==> src/rtl/mc_cpu_pkg.sv <==
`default_nettype none
// ============================================================================
// Module   : mc_cpu_pkg
// Brief    : Shared encodings for the multi-cycle MIPS-subset CPU (opcodes,
//            functs, control FSM states, ALUOp/PCSource/ALUSrcB selects).
// Revision : 1.0 - initial release
// ============================================================================
package mc_cpu_pkg;

    localparam logic [5:0] c_OP_RTYPE = 6'b000000;
    localparam logic [5:0] c_OP_J     = 6'b000010;
    localparam logic [5:0] c_OP_JAL   = 6'b000011;
    localparam logic [5:0] c_OP_BEQ   = 6'b000100;
    localparam logic [5:0] c_OP_BNE   = 6'b000101;
    localparam logic [5:0] c_OP_ADDI  = 6'b001000;
    localparam logic [5:0] c_OP_ADDIU = 6'b001001;
    localparam logic [5:0] c_OP_SLTI  = 6'b001010;
    localparam logic [5:0] c_OP_ANDI  = 6'b001100;
    localparam logic [5:0] c_OP_ORI   = 6'b001101;
    localparam logic [5:0] c_OP_LUI   = 6'b001111;
    localparam logic [5:0] c_OP_LW    = 6'b100011;
    localparam logic [5:0] c_OP_SW    = 6'b101011;

    localparam logic [5:0] c_FN_SLL   = 6'b000000;
    localparam logic [5:0] c_FN_SRL   = 6'b000010;
    localparam logic [5:0] c_FN_JR    = 6'b001000;
    localparam logic [5:0] c_FN_ADD   = 6'b100000;
    localparam logic [5:0] c_FN_ADDU  = 6'b100001;
    localparam logic [5:0] c_FN_SUB   = 6'b100010;
    localparam logic [5:0] c_FN_SUBU  = 6'b100011;
    localparam logic [5:0] c_FN_AND   = 6'b100100;
    localparam logic [5:0] c_FN_OR    = 6'b100101;
    localparam logic [5:0] c_FN_SLT   = 6'b101010;

    typedef enum logic [3:0] {
        ST_IF       = 4'd0,
        ST_ID       = 4'd1,
        ST_EXE_R    = 4'd2,
        ST_EXE_I    = 4'd3,
        ST_MEM_ADDR = 4'd4,
        ST_MEM_RD   = 4'd5,
        ST_MEM_WR   = 4'd6,
        ST_WB_R     = 4'd7,
        ST_WB_I     = 4'd8,
        ST_WB_LW    = 4'd9,
        ST_BRANCH   = 4'd10,
        ST_JUMP     = 4'd11,
        ST_JAL      = 4'd12,
        ST_JR       = 4'd13
    } state_t;

    typedef enum logic [1:0] {
        ALUOP_ADD    = 2'b00,
        ALUOP_SUB    = 2'b01,
        ALUOP_FUNCT  = 2'b10,
        ALUOP_OPCODE = 2'b11
    } aluop_t;

    typedef enum logic [1:0] {
        PCSRC_PC4    = 2'b00,
        PCSRC_ALUOUT = 2'b01,
        PCSRC_JUMP   = 2'b10,
        PCSRC_RS     = 2'b11
    } pcsrc_t;

    typedef enum logic [1:0] {
        SRCB_RT      = 2'b00,
        SRCB_FOUR    = 2'b01,
        SRCB_IMM     = 2'b10,
        SRCB_IMM_SL2 = 2'b11
    } alusrcb_t;

    // Last state of every instruction that retires
    function automatic logic is_final_state(input state_t s);
        return (s == ST_WB_R)   || (s == ST_WB_I) || (s == ST_WB_LW) ||
               (s == ST_MEM_WR) || (s == ST_BRANCH) || (s == ST_JUMP) ||
               (s == ST_JAL)    || (s == ST_JR);
    endfunction

endpackage
`default_nettype wire

==> src/rtl/mc_control_fsm_if.sv <==
`default_nettype none
// ============================================================================
// Module   : mc_control_fsm_if
// Brief    : Decode inputs and control strobes between the main control FSM
//            (master) and the datapath (slave).
// Revision : 1.0 - initial release
// ============================================================================
interface mc_control_fsm_if #(
    parameter int CNT_W = 32
);
    logic [5:0]       opcode;
    logic [5:0]       funct;
    logic             zero;
    logic             AddressError;
    logic             PCWrite;
    logic             PCWriteCond;
    logic [1:0]       PCSource;
    logic             IRWrite;
    logic             MemRead;
    logic             MemWrite;
    logic             IorD;
    logic             ALUSrcA;
    logic [1:0]       ALUSrcB;
    logic [1:0]       ALUOp;
    logic             RegWrite;
    logic             RegDst;
    logic             Mem_to_Reg;
    logic             jal;
    logic             branch_ne;
    logic             illegal_instr;
    logic [3:0]       state;
    logic [CNT_W-1:0] instr_count;

    modport master (
        input  opcode, funct, zero, AddressError,
        output PCWrite, PCWriteCond, PCSource, IRWrite, MemRead, MemWrite,
               IorD, ALUSrcA, ALUSrcB, ALUOp, RegWrite, RegDst, Mem_to_Reg,
               jal, branch_ne, illegal_instr, state, instr_count
    );

    modport slave (
        output opcode, funct, zero, AddressError,
        input  PCWrite, PCWriteCond, PCSource, IRWrite, MemRead, MemWrite,
               IorD, ALUSrcA, ALUSrcB, ALUOp, RegWrite, RegDst, Mem_to_Reg,
               jal, branch_ne, illegal_instr, state, instr_count
    );
endinterface
`default_nettype wire

==> src/rtl/mc_main_decoder.sv <==
`default_nettype none
// ============================================================================
// Module   : mc_main_decoder
// Brief    : Combinational ID-state decode: next state and illegal flag.
// Revision : 1.0 - initial release
// ============================================================================
module mc_main_decoder
    import mc_cpu_pkg::*;
(
    input  wire logic [5:0] opcode,
    input  wire logic [5:0] funct,
    output state_t          next_state,
    output logic            illegal
);
    always_comb begin
        next_state = ST_IF;
        illegal    = 1'b0;
        case (opcode)
            c_OP_RTYPE: begin
                case (funct)
                    c_FN_JR: next_state = ST_JR;
                    c_FN_ADD, c_FN_ADDU, c_FN_SUB, c_FN_SUBU, c_FN_AND,
                    c_FN_OR, c_FN_SLT, c_FN_SLL, c_FN_SRL:
                        next_state = ST_EXE_R;
                    default: illegal = 1'b1;
                endcase
            end
            c_OP_LW, c_OP_SW:                 next_state = ST_MEM_ADDR;
            c_OP_ADDI, c_OP_ADDIU, c_OP_ANDI,
            c_OP_ORI, c_OP_SLTI, c_OP_LUI:    next_state = ST_EXE_I;
            c_OP_BEQ, c_OP_BNE:               next_state = ST_BRANCH;
            c_OP_J:                           next_state = ST_JUMP;
            c_OP_JAL:                         next_state = ST_JAL;
            default:                          illegal    = 1'b1;
        endcase
    end
endmodule
`default_nettype wire

==> src/rtl/mc_control_fsm.sv <==
`default_nettype none
// ============================================================================
// Module   : mc_control_fsm
// Brief    : Multi-cycle main control unit; Moore outputs per state plus a
//            retired-instruction counter.
// Revision : 1.0 - initial release
// ============================================================================
module mc_control_fsm
    import mc_cpu_pkg::*;
#(
    parameter logic [3:0] RESET_STATE = 4'd0,
    parameter int         CNT_W       = 32
) (
    input  wire logic         clk,
    input  wire logic         reset,
    mc_control_fsm_if.master  ctl
);
    localparam logic [CNT_W-1:0] c_CNT_ONE = {{(CNT_W-1){1'b0}}, 1'b1};

    state_t           r_state;
    state_t           w_next_state;
    state_t           w_dec_next;
    logic             w_dec_illegal;
    logic [CNT_W-1:0] r_instr_count;
    logic             w_unused_zero;

    // Branch resolution with zero happens in the datapath via PCWriteCond
    assign w_unused_zero = ctl.zero;

    mc_main_decoder u_decoder (
        .opcode     (ctl.opcode),
        .funct      (ctl.funct),
        .next_state (w_dec_next),
        .illegal    (w_dec_illegal)
    );

    always_ff @(posedge clk or posedge reset) begin
        if (reset) begin
            r_state       <= state_t'(RESET_STATE);
            r_instr_count <= '0;
        end else begin
            r_state <= w_next_state;
            if (is_final_state(r_state)) begin
                r_instr_count <= r_instr_count + c_CNT_ONE;
            end
        end
    end

    always_comb begin
        w_next_state      = ST_IF;
        ctl.PCWrite       = 1'b0;
        ctl.PCWriteCond   = 1'b0;
        ctl.PCSource      = PCSRC_PC4;
        ctl.IRWrite       = 1'b0;
        ctl.MemRead       = 1'b0;
        ctl.MemWrite      = 1'b0;
        ctl.IorD          = 1'b0;
        ctl.ALUSrcA       = 1'b0;
        ctl.ALUSrcB       = SRCB_RT;
        ctl.ALUOp         = ALUOP_ADD;
        ctl.RegWrite      = 1'b0;
        ctl.RegDst        = 1'b0;
        ctl.Mem_to_Reg    = 1'b0;
        ctl.jal           = 1'b0;
        ctl.branch_ne     = 1'b0;
        ctl.illegal_instr = 1'b0;
        case (r_state)
            ST_IF: begin
                ctl.MemRead  = 1'b1;
                ctl.IRWrite  = 1'b1;
                ctl.ALUSrcB  = SRCB_FOUR;
                ctl.PCWrite  = 1'b1;
                w_next_state = ST_ID;
            end
            ST_ID: begin
                ctl.ALUSrcB       = SRCB_IMM_SL2;
                ctl.illegal_instr = w_dec_illegal;
                w_next_state      = w_dec_next;
            end
            ST_EXE_R: begin
                ctl.ALUSrcA  = 1'b1;
                ctl.ALUOp    = ALUOP_FUNCT;
                w_next_state = ST_WB_R;
            end
            ST_EXE_I: begin
                ctl.ALUSrcA  = 1'b1;
                ctl.ALUSrcB  = SRCB_IMM;
                ctl.ALUOp    = ALUOP_OPCODE;
                w_next_state = ST_WB_I;
            end
            ST_MEM_ADDR: begin
                ctl.ALUSrcA = 1'b1;
                ctl.ALUSrcB = SRCB_IMM;
                if (ctl.AddressError) begin
                    w_next_state = ST_IF;
                end else if (ctl.opcode == c_OP_LW) begin
                    w_next_state = ST_MEM_RD;
                end else begin
                    w_next_state = ST_MEM_WR;
                end
            end
            ST_MEM_RD: begin
                ctl.MemRead  = 1'b1;
                ctl.IorD     = 1'b1;
                w_next_state = ST_WB_LW;
            end
            ST_MEM_WR: begin
                ctl.MemWrite = 1'b1;
                ctl.IorD     = 1'b1;
            end
            ST_WB_R: begin
                ctl.RegWrite = 1'b1;
                ctl.RegDst   = 1'b1;
            end
            ST_WB_I: ctl.RegWrite = 1'b1;
            ST_WB_LW: begin
                ctl.RegWrite   = 1'b1;
                ctl.Mem_to_Reg = 1'b1;
            end
            ST_BRANCH: begin
                ctl.ALUSrcA     = 1'b1;
                ctl.ALUOp       = ALUOP_SUB;
                ctl.PCWriteCond = 1'b1;
                ctl.PCSource    = PCSRC_ALUOUT;
                ctl.branch_ne   = (ctl.opcode == c_OP_BNE);
            end
            ST_JUMP: begin
                ctl.PCWrite  = 1'b1;
                ctl.PCSource = PCSRC_JUMP;
            end
            ST_JAL: begin
                ctl.PCWrite  = 1'b1;
                ctl.PCSource = PCSRC_JUMP;
                ctl.jal      = 1'b1;
            end
            ST_JR: begin
                ctl.PCWrite  = 1'b1;
                ctl.PCSource = PCSRC_RS;
            end
            default: w_next_state = ST_IF;
        endcase

        // Reset silences every strobe without waiting for a clock edge
        if (reset) begin
            ctl.PCWrite       = 1'b0;
            ctl.PCWriteCond   = 1'b0;
            ctl.PCSource      = PCSRC_PC4;
            ctl.IRWrite       = 1'b0;
            ctl.MemRead       = 1'b0;
            ctl.MemWrite      = 1'b0;
            ctl.IorD          = 1'b0;
            ctl.ALUSrcA       = 1'b0;
            ctl.ALUSrcB       = SRCB_RT;
            ctl.ALUOp         = ALUOP_ADD;
            ctl.RegWrite      = 1'b0;
            ctl.RegDst        = 1'b0;
            ctl.Mem_to_Reg    = 1'b0;
            ctl.jal           = 1'b0;
            ctl.branch_ne     = 1'b0;
            ctl.illegal_instr = 1'b0;
        end
    end

    assign ctl.state       = r_state;
    assign ctl.instr_count = r_instr_count;
endmodule
`default_nettype wire

==> src/flat_wrapper.sv <==
// flat-port wrapper written by rule: the top's interface ports become plain ports
module mc_control_fsm_flat import mc_cpu_pkg::*;
#(
    parameter logic [3:0] RESET_STATE = 4'd0,
    parameter int         CNT_W       = 32
)
  (clk, reset, ctl_opcode, ctl_funct, ctl_zero, ctl_AddressError, ctl_PCWrite, ctl_PCWriteCond, ctl_PCSource, ctl_IRWrite, ctl_MemRead, ctl_MemWrite, ctl_IorD, ctl_ALUSrcA, ctl_ALUSrcB, ctl_ALUOp, ctl_RegWrite, ctl_RegDst, ctl_Mem_to_Reg, ctl_jal, ctl_branch_ne, ctl_illegal_instr, ctl_state, ctl_instr_count);
  mc_control_fsm_if #(.CNT_W(CNT_W)) ctl_i ();
  input  wire logic clk;
  input  wire logic reset;
  input wire logic [$bits(ctl_i.opcode)-1:0] ctl_opcode;
  input wire logic [$bits(ctl_i.funct)-1:0] ctl_funct;
  input wire logic [$bits(ctl_i.zero)-1:0] ctl_zero;
  input wire logic [$bits(ctl_i.AddressError)-1:0] ctl_AddressError;
  output wire logic [$bits(ctl_i.PCWrite)-1:0] ctl_PCWrite;
  output wire logic [$bits(ctl_i.PCWriteCond)-1:0] ctl_PCWriteCond;
  output wire logic [$bits(ctl_i.PCSource)-1:0] ctl_PCSource;
  output wire logic [$bits(ctl_i.IRWrite)-1:0] ctl_IRWrite;
  output wire logic [$bits(ctl_i.MemRead)-1:0] ctl_MemRead;
  output wire logic [$bits(ctl_i.MemWrite)-1:0] ctl_MemWrite;
  output wire logic [$bits(ctl_i.IorD)-1:0] ctl_IorD;
  output wire logic [$bits(ctl_i.ALUSrcA)-1:0] ctl_ALUSrcA;
  output wire logic [$bits(ctl_i.ALUSrcB)-1:0] ctl_ALUSrcB;
  output wire logic [$bits(ctl_i.ALUOp)-1:0] ctl_ALUOp;
  output wire logic [$bits(ctl_i.RegWrite)-1:0] ctl_RegWrite;
  output wire logic [$bits(ctl_i.RegDst)-1:0] ctl_RegDst;
  output wire logic [$bits(ctl_i.Mem_to_Reg)-1:0] ctl_Mem_to_Reg;
  output wire logic [$bits(ctl_i.jal)-1:0] ctl_jal;
  output wire logic [$bits(ctl_i.branch_ne)-1:0] ctl_branch_ne;
  output wire logic [$bits(ctl_i.illegal_instr)-1:0] ctl_illegal_instr;
  output wire logic [$bits(ctl_i.state)-1:0] ctl_state;
  output wire logic [$bits(ctl_i.instr_count)-1:0] ctl_instr_count;
  assign ctl_i.opcode = ctl_opcode;
  assign ctl_i.funct = ctl_funct;
  assign ctl_i.zero = ctl_zero;
  assign ctl_i.AddressError = ctl_AddressError;
  assign ctl_PCWrite = ctl_i.PCWrite;
  assign ctl_PCWriteCond = ctl_i.PCWriteCond;
  assign ctl_PCSource = ctl_i.PCSource;
  assign ctl_IRWrite = ctl_i.IRWrite;
  assign ctl_MemRead = ctl_i.MemRead;
  assign ctl_MemWrite = ctl_i.MemWrite;
  assign ctl_IorD = ctl_i.IorD;
  assign ctl_ALUSrcA = ctl_i.ALUSrcA;
  assign ctl_ALUSrcB = ctl_i.ALUSrcB;
  assign ctl_ALUOp = ctl_i.ALUOp;
  assign ctl_RegWrite = ctl_i.RegWrite;
  assign ctl_RegDst = ctl_i.RegDst;
  assign ctl_Mem_to_Reg = ctl_i.Mem_to_Reg;
  assign ctl_jal = ctl_i.jal;
  assign ctl_branch_ne = ctl_i.branch_ne;
  assign ctl_illegal_instr = ctl_i.illegal_instr;
  assign ctl_state = ctl_i.state;
  assign ctl_instr_count = ctl_i.instr_count;
  mc_control_fsm #(.RESET_STATE(RESET_STATE), .CNT_W(CNT_W)) u_core (.clk(clk), .reset(reset), .ctl(ctl_i));
endmodule
==> config.mk <==
export PLATFORM = sky130hd
export DESIGN_NAME = mc_control_fsm_flat
export DESIGN_NICKNAME = d
export VERILOG_FILES = /design/src/rtl/mc_cpu_pkg.sv /design/src/rtl/mc_control_fsm_if.sv /design/src/rtl/mc_main_decoder.sv /design/src/rtl/mc_control_fsm.sv /design/src/flat_wrapper.sv
export SDC_FILE = /design/constraint.sdc
export NUM_CORES = 1
export LEC_CHECK = 0
export BUFFER_PORTS_ARGS = -buffer_cell sky130_fd_sc_hd__buf_2
export CORE_MARGIN = 5
export CORE_UTILIZATION = 46
export CTS_CLUSTER_SIZE = 25
export DETAILED_ROUTE_END_ITERATION = 10
export PLACE_DENSITY_LB_ADDON = 0.3
export SLEW_MARGIN = 20
export SYNTH_ARGS = -nofsm -noshare
export SYNTH_HDL_FRONTEND = slang
export SYNTH_SLANG_ARGS = --single-unit
==> constraint.sdc <==
create_clock -name clk -period 2.7 [get_ports clk]
set_clock_uncertainty 0.05 [all_clocks]
set_input_delay 0.54 -clock clk [delete_from_list [all_inputs] [get_ports clk]]
set_output_delay 0.54 -clock clk [all_outputs]
set_load 0.1 [all_outputs]
==> Flow_metrics.wiki <==
{| class="wikitable"
! Metric !! Value
|-
| Clock transition at the registers of the reported paths || 70 ps
|-
| Routed via count || 1972
|-
| Total GRT Usage || 0.172
|-
| Total grt overflow || 0
|-
| Instance count of the mapped netlist || 235
|-
| Hold Vio Cnt, Final || 0
|-
| Maximum fanout along the worst path || 2
|-
| Final instance area || 0.00284 mm²
|-
| Run status || finished, final reports clean
|-
| Wire per inst || 13.5 µm
|-
| Starting DRT DRC Count || 84
|-
| Total count of max-transition violations in the final report || 0
|-
| CTS tree || yes
|-
| Portion of the post-synthesis area used by sequential elements || 0.423
|-
| Total number of clock tree sinks || 36
|-
| Wire length of the first global-routing pass || 8740 µm
|-
| Endpoint type of the worst setup path || output port
|-
| Buffer depth of the longest clock path || 2
|-
| Via count of the first global-routing pass || 1975
|-
| DPL Wire Length || 3860 µm
|-
| Final RePlAce weighted congestion || 0.849
|-
| Initial antenna violation count || 0
|-
| Max Cap Violations || 0
|-
| Final setup viols || 0
|-
| Average footprint of a synthesized cell || 9.07 µm²
|-
| Post-synth top area cell || dfrtp_1
|-
| Power Density || 757 mW/mm²
|-
| Share of Yosys cell area claimed by the top area cell type || 0.423
|-
| Util after Layout || 0.642
|-
| Beginning of the worst register-to-register path || u_core.ctl.state[3]
|-
| Post-CTS setup repair buffer count || 0
|-
| Ratio of routed vias to standard cells || 5.37
|-
| Launch point of the worst path || ctl_funct[1]
|-
| Die Footprint || 0.00610 mm²
|-
| RSZ-0062 raised after global routing || no
|-
| Worst skew pair latency || 280 ps
|-
| IO Port Bufs || 69
|-
| Netlist Area Pre-Place || 0.00213 mm²
|-
| Standard-cell row count || 24
|-
| Type of the worst setup path || input port to output port
|-
| Placeable Area || 0.00441 mm²
|-
| Total DRC errors in the routed layout || 0
|-
| Number of iterations in the first detailed-routing pass || 4
|-
| Total nets after synthesis || 252
|-
| Required arrival time at the worst endpoint || 2110 ps
|-
| Number of warnings printed during yosys synthesis || 0
|-
| Chip Width || 78.1 µm
|-
| Last element of the critical path || ctl_illegal_instr
|-
| Flop-to-flop setup slack || 520 ps
|-
| Worst R2R Path Depth || 5
|-
| Remaining antenna violation count || 0
|-
| Final critical-path share of the clock period || 0.986
|-
| Delay of the slowest critical-path stage || 500 ps
|-
| Path category of the worst min-delay check || register to register
|-
| Static leakage || 1.40 nW
|-
| Ranking of synthesized cells by area || dfrtp_1, xor2_1, xnor2_1
|-
| Peak VDD IR || 0.670 mV
|-
| Worst relative slew slack || 0.667
|-
| Number of unique standard cell types used by synthesis || 42
|-
| Fmax || 376 MHz
|-
| Slew at the pin closest to its max-slew limit || 500 ps
|-
| Minimum clock period || 2660 ps
|-
| Synth-to-Final Area Change || 33.0%
|-
| Main flop type after synthesis || dfrtp_1
|-
| Final nets || 332
|-
| CP cell instances || buf_2, or4b_1, or4_4, and2_4, and4_4, buf_12
|-
| Met2 track demand over resource in global routing || 0.292
|-
| Fraction of final layout cells sized beyond drive strength 1 || 0.397
|-
| Hold_buf cts || 0
|-
| Sort of element at the start of the critical path || input port
|-
| Count of inserted antenna diode cells || 0
|-
| CTS Buf Count || 5
|-
| Global Route met1 Usage || 0.218
|-
| Destination of the worst register-to-register timing path || u_core.ctl.instr_count[25]
|-
| Flip-flop and latch count after synthesis || 36
|-
| Pin count of the biggest net entering global routing || 37
|-
| Gr busiest metal || met2
|-
| Worst path arrival time || 2070 ps
|-
| Htree depth || 2
|-
| Root buffer cell || clkbuf_8
|-
| Post-synth EDFFs || 0
|-
| Placed cell areas || 0.00272 mm²
|-
| Setup_tns || 0 ps
|-
| Slowest cell on the critical path || or4b_1
|-
| GRT met3 Usage || 0.0389
|-
| Initial standard-cell utilization of the core || 0.483
|-
| I/O pin count || 71
|-
| Vertical die dimension || 78.1 µm
|-
| WL final || 4950 µm
|-
| Async set-or-reset flop fraction in the synthesized netlist || 1.00
|}
## cells in the final DEF (no fill, tap or decap), types with 6 or more instances in the layout
cell type   n
nand3_1    14
xnor2_1    16
dfrtp_1    32
buf_4      12
a21oi_1     8
nor3_2      7
clkbuf_8    7
nand2b_1    6
xor2_1     17
nor2_1     23
buf_2      68
nand2_1    23
nor2_2      6
## metal layers
| metal | routed length, µm | vias to the layer above |
|---|---|---|
| met5 | 0 | - |
| met4 | 59 | 0 |
| met3 | 290 | 5 |
| met2 | 2400 | 47 |
| met1 | 2200 | 937 |
| li1 | - | 983 |
## cells by family (layout without fill, tap and decap cells)
kind of cell / count (synthesis) / in the layout / synth area share
simple gates: 121 / 121 / 0.306
flops: 36 / 36 / 0.423
xor+xnor: 33 / 33 / 0.136
compound gates: 28 / 28 / 0.0968
buf+inv: 15 / 95 / 0.0276
fa+ha+maj: 1 / 1 / 0.00587
mux: 1 / 1 / 0.00528
## synthesized netlist by cell type, drive strengths merged, types with 5 or more instances
| library cell | instances |
|---|---|
| dfrtp | 36 |
| nor2 | 29 |
| nand2 | 24 |
| xor2 | 17 |
| xnor2 | 16 |
| nand3 | 15 |
| nor3 | 13 |
| a21oi | 9 |
| inv | 7 |
| nand2b | 6 |
| and2 | 5 |
| and3 | 5 |
| and4 | 5 |
| clkbuf | 5 |
| nor2b | 5 |
## final cells by class
| cell class | count | area, µm² |
|---|---|---|
| fillers | 394 | 1580 |
| multi-input cells | 184 | 1280 |
| flip-flops and latches | 36 | 906 |
| repair buffers | 81 | 450 |
| clock buffers | 7 | 96.3 |
| well taps | 52 | 65.1 |
| inverters | 7 | 33.8 |
## critical path, delay by kind of cell
family	cells	cell delay, ps
simple gates	4	1270
buf+inv	2	260
## power by group
group	internal, W	switching, W
logic	0.000220	0.000816
registers	0.000584	0.000126
clock network	0.000227	0.000174
total	0.00103	0.00112
## sequential cells by signal (all words and copies together) (netlist names)
| name | cells |
|---|---|
| u_core.ctl.instr_count | 32 |
| u_core.ctl.state | 4 |
## metrics by stage
step                      hold WS (ps)  setup WS [ps]  instances  total power (W)
final                              414           37.1        367          0.00215
after CTS                          420           1.41        367          0.00217
after global placement             401          -88.2        360          0.00173
after floorplan                    629           -532        235          0.00158
after global routing               441           17.4        367          0.00226
after detailed placement           411           -107        360          0.00174
## how the worst min path moves through the flow
stage,from,end,slack [ps],cells after the start
after floorplan,reset,u_core.ctl.instr_count[0],630,2
after global placement,u_core.ctl.instr_count[31],u_core.ctl.instr_count[31],400,1
after detailed placement,u_core.ctl.instr_count[31],u_core.ctl.instr_count[31],410,1
after CTS,u_core.ctl.instr_count[31],u_core.ctl.instr_count[31],420,1
after global routing,u_core.ctl.instr_count[31],u_core.ctl.instr_count[31],440,1
final,u_core.ctl.instr_count[31],u_core.ctl.instr_count[31],410,1
## timing repair
action,CTS,global route
endpoints found under the setup margin,1,1
resized for setup,4,2
pin swaps,0,1
Power figures use the tool's default switching activity.
